===== config.mk =====
export PLATFORM = sky130hd
export DESIGN_NAME = dmem_arbiter
export DESIGN_NICKNAME = d
export VERILOG_FILES = /design/src/rtl/dmem_pkg.sv /design/src/rtl/dmem_arbiter_rr_grant2.sv /design/src/rtl/dmem_arbiter.sv
export SDC_FILE = /design/constraint.sdc
export NUM_CORES = 1
export LEC_CHECK = 0
export ABC_CLOCK_PERIOD_IN_PS = 2220
export CAP_MARGIN = 20
export CORE_MARGIN = 3
export CORE_UTILIZATION = 35
export CTS_BUF_LIST = sky130_fd_sc_hd__clkbuf_8 sky130_fd_sc_hd__clkbuf_16
export DETAILED_ROUTE_END_ITERATION = 6
export PLACE_DENSITY = 0.72
export SETUP_SLACK_MARGIN = 0.15
export SLEW_MARGIN = 20
export SYNTH_ARGS = -nofsm -noshare
export SYNTH_HDL_FRONTEND = slang
export SYNTH_SLANG_ARGS = --single-unit

===== constraint.sdc =====
create_clock -name clk -period 2.22 [get_ports clk]
set_input_delay 0.555 -clock clk [delete_from_list [all_inputs] [get_ports clk]]
set_output_delay 0.555 -clock clk [all_outputs]
set_load 0.01 [all_outputs]

===== src/rtl/dmem_pkg.sv =====
// Shared definitions for the data-memory arbiter: FSM states, requester
// indices and the layout of the sign_mask code forwarded to the memory.
package dmem_pkg;

  typedef enum logic [2:0] {
    IDLE    = 3'd0,
    ISSUE   = 3'd1,
    WAIT_HI = 3'd2,
    WAIT_LO = 3'd3,
    RESP    = 3'd4
  } state_t;

  localparam logic REQ_CPU = 1'b0;
  localparam logic REQ_DBG = 1'b1;

  // sign_mask layout as the data memory decodes it; the arbiter forwards it opaquely.
  localparam int SM_SIZE_LSB  = 0;
  localparam int SM_SIZE_MSB  = 1;
  localparam int SM_SIGN_BIT  = 2;
  localparam int SM_SPARE_BIT = 3;
  localparam int SM_W         = SM_SPARE_BIT + 1;

  // A requester is pending when either command line is raised.
  function automatic logic req_pending(input logic rd, input logic wr);
    return rd | wr;
  endfunction

endpackage


===== src/rtl/dmem_arbiter_rr_grant2.sv =====
// Two-way grant decision with a bounded CPU burst while the debug port waits.
module rr_grant2
  import dmem_pkg::*;
#(
  parameter int CPU_BURST = 4
) (
  input  logic clk,
  input  logic rst_n,
  input  logic req0,
  input  logic req1,
  input  logic update,
  input  logic grant_idx,
  output logic winner
);

  localparam int BW = $clog2(CPU_BURST + 2);

  logic          last_r;
  logic [BW-1:0] burst_r;
  logic          cpu_keep_s;

  // Pick the winner from the current requests, last grant and burst count.
  always_comb begin
    cpu_keep_s = (last_r == REQ_CPU) && (burst_r < BW'(CPU_BURST));
    if (req0 && !req1) begin
      winner = REQ_CPU;
    end else if (!req0 && req1) begin
      winner = REQ_DBG;
    end else if (req0 && req1) begin
      if (cpu_keep_s) begin
        winner = REQ_CPU;
      end else begin
        winner = ~last_r;
      end
    end else begin
      winner = REQ_CPU;
    end
  end

  // Record the completed grant; count CPU grants made while debug was waiting.
  always_ff @(posedge clk) begin
    if (!rst_n) begin
      last_r  <= REQ_DBG;
      burst_r <= '0;
    end else if (update) begin
      last_r <= grant_idx;
      if ((grant_idx == REQ_CPU) && req1) begin
        if (burst_r != {BW{1'b1}}) begin
          burst_r <= burst_r + 1'b1;
        end
      end else begin
        burst_r <= '0;
      end
    end
  end

endmodule


===== src/rtl/dmem_arbiter.sv =====
// Arbiter/sequencer between the CPU load/store unit, the debug loader port
// and the single-ported data memory with its clk_stall handshake.
module dmem_arbiter #(
  parameter int TIMEOUT   = 16,
  parameter int CPU_BURST = 4
) (
  input  logic        clk,
  input  logic        rst_n,
  input  logic        r0_read,
  input  logic        r0_write,
  input  logic [31:0] r0_addr,
  input  logic [31:0] r0_wdata,
  input  logic [3:0]  r0_sign_mask,
  output logic [31:0] r0_rdata,
  output logic        r0_ack,
  output logic        r0_stall,
  input  logic        r1_read,
  input  logic        r1_write,
  input  logic [31:0] r1_addr,
  input  logic [31:0] r1_wdata,
  input  logic [3:0]  r1_sign_mask,
  output logic [31:0] r1_rdata,
  output logic        r1_ack,
  output logic        err,
  output logic [31:0] mem_addr,
  output logic [31:0] mem_write_data,
  output logic        mem_memread,
  output logic        mem_memwrite,
  output logic [3:0]  mem_sign_mask,
  input  logic [31:0] mem_read_data,
  input  logic        mem_clk_stall
);
  import dmem_pkg::*;

  localparam int TW = $clog2(TIMEOUT + 1);

  state_t          state_r;
  logic            grant_r;
  logic            op_rd_r;
  logic [TW-1:0]   tmo_r;
  logic [31:0]     mem_addr_r, mem_wdata_r, r0_rdata_r, r1_rdata_r;
  logic [SM_W-1:0] mem_mask_r;
  logic            mem_memread_r, mem_memwrite_r;
  logic            r0_ack_r, r1_ack_r, err_r;

  logic            req0_s, req1_s, winner_s, update_s, tmo_last_s;
  logic            win_rd_s, win_wr_s;
  logic [31:0]     win_addr_s, win_wdata_s;
  logic [SM_W-1:0] win_mask_s;

  rr_grant2 #(.CPU_BURST(CPU_BURST)) u_grant (
    .clk       (clk),
    .rst_n     (rst_n),
    .req0      (req0_s),
    .req1      (req1_s),
    .update    (update_s),
    .grant_idx (grant_r),
    .winner    (winner_s)
  );

  // Request decode and winner operand mux; read wins over write on one port.
  always_comb begin
    req0_s     = req_pending(r0_read, r0_write);
    req1_s     = req_pending(r1_read, r1_write);
    update_s   = (state_r == RESP);
    tmo_last_s = (tmo_r == TW'(TIMEOUT - 1));
    if (winner_s == REQ_CPU) begin
      win_rd_s    = r0_read;
      win_wr_s    = r0_write & ~r0_read;
      win_addr_s  = r0_addr;
      win_wdata_s = r0_wdata;
      win_mask_s  = r0_sign_mask;
    end else begin
      win_rd_s    = r1_read;
      win_wr_s    = r1_write & ~r1_read;
      win_addr_s  = r1_addr;
      win_wdata_s = r1_wdata;
      win_mask_s  = r1_sign_mask;
    end
  end

  // Sequencer: grant, one-cycle command, clk_stall tracking with timeout, response.
  always_ff @(posedge clk) begin
    if (!rst_n) begin
      state_r        <= IDLE;
      grant_r        <= REQ_CPU;
      op_rd_r        <= 1'b0;
      tmo_r          <= '0;
      mem_addr_r     <= 32'h0;
      mem_wdata_r    <= 32'h0;
      mem_mask_r     <= '0;
      mem_memread_r  <= 1'b0;
      mem_memwrite_r <= 1'b0;
      r0_rdata_r     <= 32'h0;
      r1_rdata_r     <= 32'h0;
      r0_ack_r       <= 1'b0;
      r1_ack_r       <= 1'b0;
      err_r          <= 1'b0;
    end else begin
      mem_memread_r  <= 1'b0;
      mem_memwrite_r <= 1'b0;
      r0_ack_r       <= 1'b0;
      r1_ack_r       <= 1'b0;
      err_r          <= 1'b0;
      case (state_r)
        IDLE: begin
          // A memory still busy from before a reset must drain first.
          if (!mem_clk_stall && (req0_s || req1_s)) begin
            grant_r        <= winner_s;
            op_rd_r        <= win_rd_s;
            mem_addr_r     <= win_addr_s;
            mem_wdata_r    <= win_wdata_s;
            mem_mask_r     <= win_mask_s;
            mem_memread_r  <= win_rd_s;
            mem_memwrite_r <= win_wr_s;
            state_r        <= ISSUE;
          end
        end
        ISSUE: begin
          tmo_r   <= '0;
          state_r <= WAIT_HI;
        end
        WAIT_HI: begin
          if (mem_clk_stall) begin
            tmo_r   <= '0;
            state_r <= WAIT_LO;
          end else if (tmo_last_s) begin
            err_r    <= 1'b1;
            r0_ack_r <= (grant_r == REQ_CPU);
            r1_ack_r <= (grant_r == REQ_DBG);
            state_r  <= RESP;
          end else begin
            tmo_r <= tmo_r + 1'b1;
          end
        end
        WAIT_LO: begin
          if (!mem_clk_stall) begin
            r0_ack_r <= (grant_r == REQ_CPU);
            r1_ack_r <= (grant_r == REQ_DBG);
            if (op_rd_r && (grant_r == REQ_CPU)) begin
              r0_rdata_r <= mem_read_data;
            end
            if (op_rd_r && (grant_r == REQ_DBG)) begin
              r1_rdata_r <= mem_read_data;
            end
            state_r <= RESP;
          end else if (tmo_last_s) begin
            err_r    <= 1'b1;
            r0_ack_r <= (grant_r == REQ_CPU);
            r1_ack_r <= (grant_r == REQ_DBG);
            state_r  <= RESP;
          end else begin
            tmo_r <= tmo_r + 1'b1;
          end
        end
        RESP: begin
          state_r <= IDLE;
        end
        default: begin
          state_r <= IDLE;
        end
      endcase
    end
  end

  // CPU freezes while its request waits for a grant and until its ack.
  assign r0_stall       = req0_s | ((state_r != IDLE) && (grant_r == REQ_CPU));
  assign r0_rdata       = r0_rdata_r;
  assign r0_ack         = r0_ack_r;
  assign r1_rdata       = r1_rdata_r;
  assign r1_ack         = r1_ack_r;
  assign err            = err_r;
  assign mem_addr       = mem_addr_r;
  assign mem_write_data = mem_wdata_r;
  assign mem_memread    = mem_memread_r;
  assign mem_memwrite   = mem_memwrite_r;
  assign mem_sign_mask  = mem_mask_r;

endmodule


# [Word-level counts from Yosys, hierarchy flattened]
# Cells that the tools add are included.
[totals] reg_bits=151 input_bits=175 word_cells=92
[classes] add_sub_neg=2 magnitude_cmp=1 n_eq_ne=9 mux=32 bitwise=10 reduce_logical=22
[op_table] operator="2-to-1 mux 32 bit" n=2
[op_table] operator="2-to-1 mux 3 bit" n=6
[op_table] operator="2-to-1 mux 1 bit" n=15
[op_table] operator="2-to-1 mux 5 bit" n=3
[op_table] operator="one-hot mux 5 bit (3 select lines)" n=1
[op_table] operator="one-hot mux 3 bit (4 select lines)" n=1
[op_table] operator="logical AND 1 bit" n=9
[op_table] operator="AND reduction 3 bit" n=3
[op_table] operator="equality test 3 x 2 -> 1 bit, second input constant" n=2
[op_table] operator="!= test 2 bit, second input constant" n=3
[op_table] operator="one-hot mux 1 bit (2 select lines)" n=3
[op_table] operator="AND reduction 2 bit" n=3
[op_table] operator="nonzero test 3 bit" n=2
[op_table] operator="adder 5 x 1 -> 5 bit, second input constant" n=1
[op_table] operator="equality test 5 x 4 -> 1 bit, second input constant" n=1
[op_table] operator="NOT 1 bit" n=5
[op_table] operator="2-to-1 mux 4 bit" n=1
[op_table] operator="adder 3 x 1 -> 3 bit, second input constant" n=1
[op_table] operator="equality test 3 x 1 -> 1 bit, second input constant" n=1
[op_table] operator="equality test 3 bit, second input constant" n=1
[op_table] operator="logical NOT 1 bit" n=3
[op_table] operator="logical NOT 3 bit" n=1
[op_table] operator="less-than comparator 3 bit, second input constant" n=1
[op_table] operator="!= test 3 bit, second input constant" n=1
[op_table] operator="other kinds (3)" n=6

# [Depth between registers and ports, before layout]
[depth] word_depth=7 mapped_depth=7

# [Cells and area by module]
# From an unflattened synthesis, not the netlist that was laid out.
[hier_totals] hier_cells=656 hier_area_um2=6263.5
[by_module_without_submodules] module="dmem_arbiter" n_inst=1 cells_each=635 area_each_um2=6058.3 seq_area_each_um2=2942.8
[by_module_without_submodules] module="rr_grant2" n_inst=1 cells_each=21 area_each_um2=205.2 seq_area_each_um2=80.1

# [Worst setup path after synthesis]
# No wires, ideal clock.
[synth_path] path_type="input to register" start="input port mem_clk_stall" end="register mem_addr_r[14], in the netlist mem_addr[14]" setup_ps=125 t_arrival_ps=1718 required_time_ps=2095 setup_slack_ps=376 stages=6 path_cell_list="buf_2 or4_4 a21oi_4 buf_2 buf_2 a31oi_1"
[synth_between] elab_chain_len=3
[synth_lines] element="start: declaration" line="dmem_arbiter.sv:31" text="input logic mem_clk_stall"
[synth_lines] element="logical NOT 1 bit"
[synth_lines] element="logical AND 1 bit" line="dmem_arbiter.sv:108" text="if (!mem_clk_stall && (req0_s || req1_s)) begin"
[synth_lines] element="AND reduction 2 bit (no line)"
[synth_lines] element="end signal: assignment" line="dmem_arbiter.sv:111" text="mem_addr_r <= win_addr_s;"
[synth_lines] element="end: declaration" line="dmem_arbiter.sv:41" text="logic [31:0] mem_addr_r, mem_wdata_r, r0_rdata_r, r1_rdata_r;"
# No other way between the ends.
# A chain may end at the register's enable or synchronous reset.

# [Worst setup path in the final report]
[layout_path] start="input port r0_write" end="output port r0_stall"
[layout_between] elab_chain_len=2
[layout_lines] element="start: declaration" line="dmem_arbiter.sv:10" text="input logic r0_write,"
[layout_lines] element="OR 1 bit" line="dmem_pkg.sv:25" text="return rd | wr;"
[layout_lines] element="OR 1 bit" line="dmem_arbiter.sv:167" text="assign r0_stall = req0_s | ((state_r != IDLE) && (grant_r == REQ_CPU));"
[layout_lines] element="end: declaration" line="dmem_arbiter.sv:16" text="output logic r0_stall,"
# No other way between the ends.

==> flow_summary.toml <==
[synthesis]
synth-adder-area-share_pct = 0.785
synth-edff-count = 0
ys_seq_elements = 151
yosys.cell_types.count = 47
synthArstFlopShare_pct = 0
synth_xor_xnor_area_share_pct = 0.289
synth.most_common_cell = "sky130_fd_sc_hd__nand2_1"
postSynthCellCount = 769
netlist_top_cells_count = "sky130_fd_sc_hd__nand2_1, sky130_fd_sc_hd__dfxtp_1, sky130_fd_sc_hd__o21ai_0"
synth_compound_gate_area_share_pct = 21.1
synth_top_family_by_area = "simple AND/OR/NAND/NOR gates"
synth_warn = 0
post-synth-top-area-fraction_pct = 49.9
syn-mean-instance-area_sq_um = 7.87
mapped_cell_area_sq_um = 6050
ys_seq_area_share_pct = 49.9
yosys.area_share.simple_pct = 22.0
cell_accounting_for_the_most_synthesized_area = "sky130_fd_sc_hd__dfxtp_1"
net_count_after_synthesis = 947
synth.mux.area_fraction_pct = 0.517
dominantRegCellSynth = "sky130_fd_sc_hd__dfxtp_1"
synth_top_cells_by_area = "sky130_fd_sc_hd__dfxtp_1, sky130_fd_sc_hd__nand2_1, sky130_fd_sc_hd__o21ai_0"

[clock_tree]
cts_htree_levels = 4
cts.clk_slew.worst_paths_ps = 60
cts.sink_count = 151
cts-buffers-inserted = 17
clkLatencyLatePin_ps = 420
cts-root-buf = "sky130_fd_sc_hd__clkbuf_16"
ctsLongestPathBuffers = 2
tritoncts = "yes"
hold_buffers = 0

[worst_hold_path]
worstHoldPathType = "input pin to flip-flop"
timing.hold.worst.start = "rst_n"

[global_route]
grtUsageTotal_pct = 20.8
first_global_vias = 5942
grt-ovfl-total = 0
maximum_number_of_pins_on_one_net_before_global_route_repair = 98
first_pass_grt_wire_length_mm = 30.9
initial_antenna_violation_count = 1

[critical_path]
worst_setup_ep_type = "output pin"
reg2reg_from = "state_r[2]"
crit_path_start_kind = "input pin"
timing.critical_path.from = "r0_write"
cpPeakStageDelay_ps = 440
timing.critical_path.cells = "clkdlybuf4s50_1, nor2_2, o21ai_0, dlygate4sd2_1"
critPathArrivalTime_ps = 1480
slowest_stage = "sky130_fd_sc_hd__clkdlybuf4s50_1"
timing.setup.critical_path_class = "input pin to output pin"
worstPathBufferInverterCount = 2
worst-path-max-fanout = 2
cp_delay_by_family_top = "buffers and inverters"
timing.critical_path.required_ps = 1660

[power]
total_leakage_power_nw = 3.78
power_mw = 7.62
irDropWorstVdd_uv = 517
power_density_nw_per_um2 = 750

[die]
io_pins = 313
core.rowCount = 47
core_sq_um = 16800
die_x_um = 138
die_area_sq_um = 18900
starting_density_pct = 36.1
floorplan.die.height_um = 138

[timing]
hold-worst-slack_ps = 411
report.final.slew_viol_count = 0
timing.final.crit_share_pct = 91.8
max_freq_mhz = 490
setup-tns-final_ps = 0
finClkSkew_ps = 14.1
grt_setup_unrepaired = "no"
post_route_setup_slack_ps = 181
final-setup-viol-count = 0
max_slew.worst_pin.slew_ps = 403
finalCriticalPeriod_ps = 2040
timing.final.hold_violations = 0
slew-limit-headroom_pct = 73.1

[flow_run]
timing.max_cap.violations = 0

[place]
dp_hpwl_mm = 14.7
place_ws_ps = -50.6
number_of_port_buffers = 312
gp_routability_congestion = 0.813

[outcome]
status = "finished clean"

[route]
drc = 0
totalWireLength_mm = 20.3
routed_wire_length_per_instance_um = 15.6
vias_after_detailed_routing = 6426
number_of_nets_with_antenna_violations_after_detailed_routing = 0
drtPass1Iterations = 6
drt_iter0_drc = 306
drt-vias-per-instance = 4.96

[finish]
nNetsFinal = 1240
layout.core_utilization_pct = 60.6
drive_gt1_share_pct = 7.07
syn2layout_area_growth_pct = 67.8
-- worst paths after layout --
check	end	slack [ps]	depth (start not counted)
setup / recovery	r0_stall	180	4
hold / removal	u_grant.last_r	410	2
setup reg to reg	mem_addr[3]	480	6
hold reg to reg	tmo_r[4]	450	2
-- sequential cells by signal, indices dropped and copies added (netlist names) --
register	cells
err	1
grant_r	1
mem_addr	32
mem_memread	1
mem_memwrite	1
mem_sign_mask	4
mem_write_data	32
op_rd_r	1
r0_ack	1
r0_rdata	32
r1_ack	1
r1_rdata	32
state_r	3
tmo_r	5
u_grant.burst_r	3
u_grant.last_r	1
-- power by group --
part	switching (mW)	internal [mW]
combinational	0.715	0.950
clock	1.19	1.69
sequential	0.135	2.94
-- cell type report --
type / instances / area, sq um
fill: 1529 / 6610
sequential: 151 / 3030
clock inverter: 14 / 151
multi-input combinational: 547 / 2720
antenna: 1 / 2.50
inverter: 1 / 3.75
clock buffer: 18 / 439
tap: 220 / 275
timing repair buffer: 344 / 3540
-- placed cells by master (no fill, tap or decap), drive strengths merged, types with 3 or more instances in the layout --
cell type / netlist / layout
a21oi: 6 / 6
a31oi: 68 / 68
buf: 29 / 33
clkbuf: 41 / 18
clkdlybuf4s50: 0 / 309
clkinv: 0 / 6
clkinvlp: 0 / 4
dfxtp: 151 / 151
ha: 3 / 3
inv: 1 / 3
nand2: 212 / 212
nand2b: 5 / 5
nand3: 68 / 68
nor2: 10 / 10
o21ai: 136 / 136
o22ai: 4 / 4
-- per-layer routing --
metal	global-route usage, %	vias up	wire length [um]
met3	9.13	16	2110
met2	35.7	228	10000
met1	23.3	2922	7830
met5	0	-	0
met4	6.04	0	270
li1	-	3260	-
-- per-stage QoR --
step                cell area, sq um  instances
floorplan                       6050        769
global placement                9550       1262
detailed placement              9550       1262
CTS                            10100       1294
global route                   10200       1296
finish                         10200       1296
-- logic make-up after synthesis --
kind of cell    Yosys count
compound gates          226
xor+xnor                  2
fa+ha+maj                 4
buf+inv                  71
flops                   151
mux                       3
simple gates            312
-- what timing repair did --
action,CTS,global route
gates resized for setup,3,2
buffers inserted,0,1
hold endpoints to repair,0,0
pin swaps,0,1
endpoints found under the setup margin,1,1
Power figures use the tool's default switching activity.
==> variant 1, RTL diff (config.mk and constraints unchanged) <==
Encoding of `state_t`: now one-hot (5 bits for 5 states).
--- a/src/rtl/dmem_pkg.sv
+++ b/src/rtl/dmem_pkg.sv
@@ -2,12 +2,12 @@
 // indices and the layout of the sign_mask code forwarded to the memory.
 package dmem_pkg;
 
-  typedef enum logic [2:0] {
-    IDLE    = 3'd0,
-    ISSUE   = 3'd1,
-    WAIT_HI = 3'd2,
-    WAIT_LO = 3'd3,
-    RESP    = 3'd4
+  typedef enum logic [4:0] {
+    IDLE    = 5'b00001,
+    ISSUE   = 5'b00010,
+    WAIT_HI = 5'b00100,
+    WAIT_LO = 5'b01000,
+    RESP    = 5'b10000
   } state_t;
 
   localparam logic REQ_CPU = 1'b0;
Check against the original RTL: same outputs for any inputs over 4 cycles, from zero or initial values and one cycle with rst_n low; so few cycles prove little.
==> variant 1 against the unedited design <==
- routed wire length is 4.6% lower
- power fell by 10%
- clock skew fell by 0.0083 ns
- worst hold slack better by 0.047 ns
- area after synthesis shrank 0.54%
- utilization rose by 0.25 points
- final area is essentially flat
- worst setup slack worse by 0.016 ns
- sequential cell count rose by 2
- critical path type is now reg -> out
==> variant 1: results <==
# TYPE chip_impl_metric gauge
chip_impl_info{name="outcome",value="completed"} 1
chip_impl_info{name="cell_type_of_the_slowest_stage_on_the_worst_timing_path",value="dfxtp_2"} 1
chip_impl_metric{name="drt_first_pass_iters",unit=""} 4
chip_impl_metric{name="critical_path_arrival",unit="ns"} 1.50
chip_impl_metric{name="detail_route.vias_per_cell",unit=""} 4.85
chip_impl_metric{name="post-place-cells",unit=""} 1111
chip_impl_metric{name="yosysSeqAreaShare",unit="%"} 50.9
chip_impl_metric{name="slew_headroom",unit="%"} 76.7
chip_impl_metric{name="drtIter0Drc",unit=""} 217
chip_impl_metric{name="num_antenna_cells",unit=""} 0
chip_impl_metric{name="dpl.hpwl",unit="um"} 14300
chip_impl_metric{name="p_leak",unit="uW"} 0.00364
chip_impl_info{name="yosys-top-cells-count",value="dfxtp_1, o2bb2ai_1, mux2i_1"} 1
chip_impl_info{name="ys_top_cells_by_area",value="dfxtp_1, mux2i_1, o2bb2ai_1"} 1
chip_impl_metric{name="cpPeakStageDelay",unit="ns"} 0.33
chip_impl_metric{name="drt_wl_total",unit="um"} 19300
chip_impl_metric{name="timing.clock.skew",unit="ns"} 0.00582
chip_impl_metric{name="yosysUniqueCellTypes",unit=""} 50
chip_impl_metric{name="dpl_cell_area",unit="um^2"} 9550
chip_impl_metric{name="power.ir.vdd_worst",unit="mV"} 0.512
chip_impl_metric{name="number_of_antenna_violations_at_the_first_check_in_global_routing",unit=""} 0
chip_impl_metric{name="grt_pass1_wl",unit="um"} 29000
chip_impl_metric{name="routabilityCongestion",unit=""} 0.822
chip_impl_metric{name="maximum_number_of_pins_on_one_net_before_global_route_repair",unit=""} 85
chip_impl_metric{name="grtUsageTotal",unit="%"} 19.9
chip_impl_metric{name="filler_cell_count",unit=""} 1438
==> variant 1: layout make-up <==
class	count	share of cell area (%)
clock buffers	18	4.32
clock inverters	14	1.54
inverters	4	0.148
multi-input cells	388	26.6
flip-flops and latches	153	30.2
well taps	220	2.71
repair buffers	346	34.6
==> variant 1: critical path, delay by kind of cell, from the launching register on <==
kind | cells | cell delay, ns
AO/OA/AOI/OAI | 1 | 0.10
buffers and inverters | 1 | 0.12
flip-flops | 1 | 0.33
AND/OR/NAND/NOR | 2 | 0.53
==> variant 1: cell families (layout without fill, tap and decap cells) <==
group           count (synthesis)  after routing  share of synthesized area (%)
compound gates                162            162                           19.0
simple gates                  153            153                           13.0
fa+ha+maj                       3              3                          0.624
mux                            69             69                           11.5
xor+xnor                        1              1                          0.145
flops                         153            153                           50.9
buf+inv                        53            382                           4.90
==> variant 1: final timing paths <==
| path | start | to | slack (ns) | cells past startpoint |
|---|---|---|---|---|
| min reg2reg | r0_rdata[4] | r0_rdata[4] | 0.46 | 2 |
| max | state_r[2] | r0_stall | 0.17 | 4 |
| max reg2reg | state_r[4] | tmo_r[1] | 0.45 | 5 |
| min | r0_rdata[4] | r0_rdata[4] | 0.46 | 2 |
==> variant 1: where the power goes <==
group	total, uW	switching [uW]	internal [uW]
clock	2920	1130	1780
combinational	1010	390	625
sequential	2910	57.1	2850
==> variant 1: per-stage QoR <==
| step | hold WS [ns] | TNS (ns) | setup slack [ns] | util [%] | total power [uW] |
|---|---|---|---|---|---|
| after global placement | 0.438 | -8.95 | -0.377 | 57.2 | 3980 |
| after floorplan | 0.420 | 0 | 0.431 | - | 3330 |
| after global routing | 0.474 | 0 | 0.115 | 60.8 | 7100 |
| after detailed placement | 0.445 | -9.08 | -0.389 | 57.2 | 3980 |
| final | 0.458 | 0 | 0.165 | 60.8 | 6840 |
| after CTS | 0.460 | 0 | 0.156 | 60.8 | 6910 |
==> variant 1: metal layers <==
metal	vias up	track usage, %	part of all wire, %
met5	-	0	0
met4	0	7.82	2.4
met3	27	6.58	6.8
met2	157	32.2	49
met1	2547	24.4	42
li1	2815	-	-
==> variant 1: what timing repair did <==
item | 4_1_cts | 5_1_grt
setup endpoints to repair | 1 | 1
pin swaps | 2 | 0
gates resized for setup | 12 | 0
hold endpoints to repair | 0 | 0
==> variant 2, RTL diff (same flow settings) <==
Made on the original files. Change the parameter `TIMEOUT` from 16 to 32.
--- a/src/rtl/dmem_arbiter.sv
+++ b/src/rtl/dmem_arbiter.sv
@@ -1,7 +1,7 @@
 // Arbiter/sequencer between the CPU load/store unit, the debug loader port
 // and the single-ported data memory with its clk_stall handshake.
 module dmem_arbiter #(
-  parameter int TIMEOUT   = 16,
+  parameter int TIMEOUT   = 32,
   parameter int CPU_BURST = 4
 ) (
   input  logic        clk,
Check against the original RTL: same outputs for any inputs over 4 cycles, from zero or initial values and one cycle with rst_n low; that may be too few to reach the edited logic, so the function may still have changed.
==> variant 2 against the unedited design <==
- routed wire length up 4.5%
- final area up 1.6%
- worst setup slack improved by 0.034 ns
- sequential cell count up 1
- count of clock-buffer cells in the layout unchanged
- area after synthesis increased by 0.66%
- synthesized cell count is 18% lower
- register-to-register slack gained 0.04 ns
- power shrank 5.8%
- die area up 0.63%
- non-clock buffer count rose by 5
- largest cell class unchanged
==> variant 2: results <==
# TYPE chip_impl_metric gauge
chip_impl_info{name="outcome",value="completed"} 1
chip_impl_metric{name="layout.non_clock_buffers",unit=""} 349
chip_impl_info{name="setup.worst_path.end",value="mem_write_data[29]"} 1
chip_impl_info{name="reg2reg_from",value="u_grant.burst_r[0]"} 1
chip_impl_metric{name="synth-compound-area-share",unit="%"} 19.5
chip_impl_metric{name="fraction_of_standard_cell_area_that_is_sequential",unit="%"} 29.5
chip_impl_metric{name="preCtsSetupSlack",unit="ns"} -0.198
chip_impl_metric{name="timing.clock.skew",unit="ns"} 0.00921
chip_impl_metric{name="drt_wl_total",unit="um"} 21200
chip_impl_metric{name="clock_net_power",unit="uW"} 3130
chip_impl_metric{name="drt_first_pass_iters",unit=""} 4
chip_impl_metric{name="maximum_number_of_pins_on_one_net_before_global_route_repair",unit=""} 68
chip_impl_metric{name="intPower",unit="uW"} 5460
chip_impl_metric{name="yosysUniqueCellTypes",unit=""} 51
chip_impl_info{name="rr_endpoint",value="u_grant.burst_r[1]"} 1
chip_impl_metric{name="detail_route.vias_per_cell",unit=""} 4.89
chip_impl_metric{name="nets",unit=""} 1128
chip_impl_metric{name="clock_tree_area_fraction",unit="%"} 6.15
chip_impl_metric{name="num-multi-input-gates",unit=""} 419
chip_impl_metric{name="finalCritPeriodShare",unit="%"} 90.3
chip_impl_metric{name="synthCells",unit=""} 629
chip_impl_metric{name="final_layout_size_suffix_gt1_share",unit="%"} 8.83
chip_impl_metric{name="routabilityCongestion",unit=""} 0.776
chip_impl_metric{name="power.ir.vdd_worst",unit="mV"} 0.517
chip_impl_metric{name="dpl.hpwl",unit="um"} 15800
chip_impl_metric{name="buf_share",unit="%"} 34.4
chip_impl_metric{name="synth_adder_area_share",unit="%"} 0.616
chip_impl_metric{name="grtUsageTotal",unit="%"} 21.3
chip_impl_metric{name="num_antenna_cells",unit=""} 2
chip_impl_metric{name="synth_mux_area_share",unit="%"} 11.5
chip_impl_metric{name="number_of_antenna_violations_at_the_first_check_in_global_routing",unit=""} 2
[variant 2: cell types whose count changed after synthesis, moves of 9 or more]
cell / unedited run / this run
a31oi_1: 68 / 0
inv_1: 1 / 10
buf_4: 1 / 13
mux2i_1: 2 / 70
nand2_1: 212 / 135
nand3_1: 68 / 5
clkbuf_1: 41 / 13
a21oi_1: 5 / 68
o2bb2ai_1: 1 / 68
o21ai_1: 30 / 0
o21ai_0: 105 / 7
[variant 2: through the flow]
stage,cell area [um^2],utilization (%),power (uW)
floorplan,6090,-,3400
global placement,9680,57.5,4100
detailed placement,9680,57.5,4110
CTS,10300,61.3,7240
global route,10300,61.3,7430
finish,10300,61.3,7180
[variant 2: timing repair]
item | in CTS | in global routing
setup endpoints to repair | 1 | 1
pin swaps | 1 | 1
gates resized for setup | 2 | 3
[variant 2: worst min-delay path, delay by kind of cell (launching register included)]
kind / cells / cell delay [ns]
flip-flops: 1 / 0.31
AND/OR/NAND/NOR: 1 / 0.05
AO/OA/AOI/OAI: 1 / 0.05
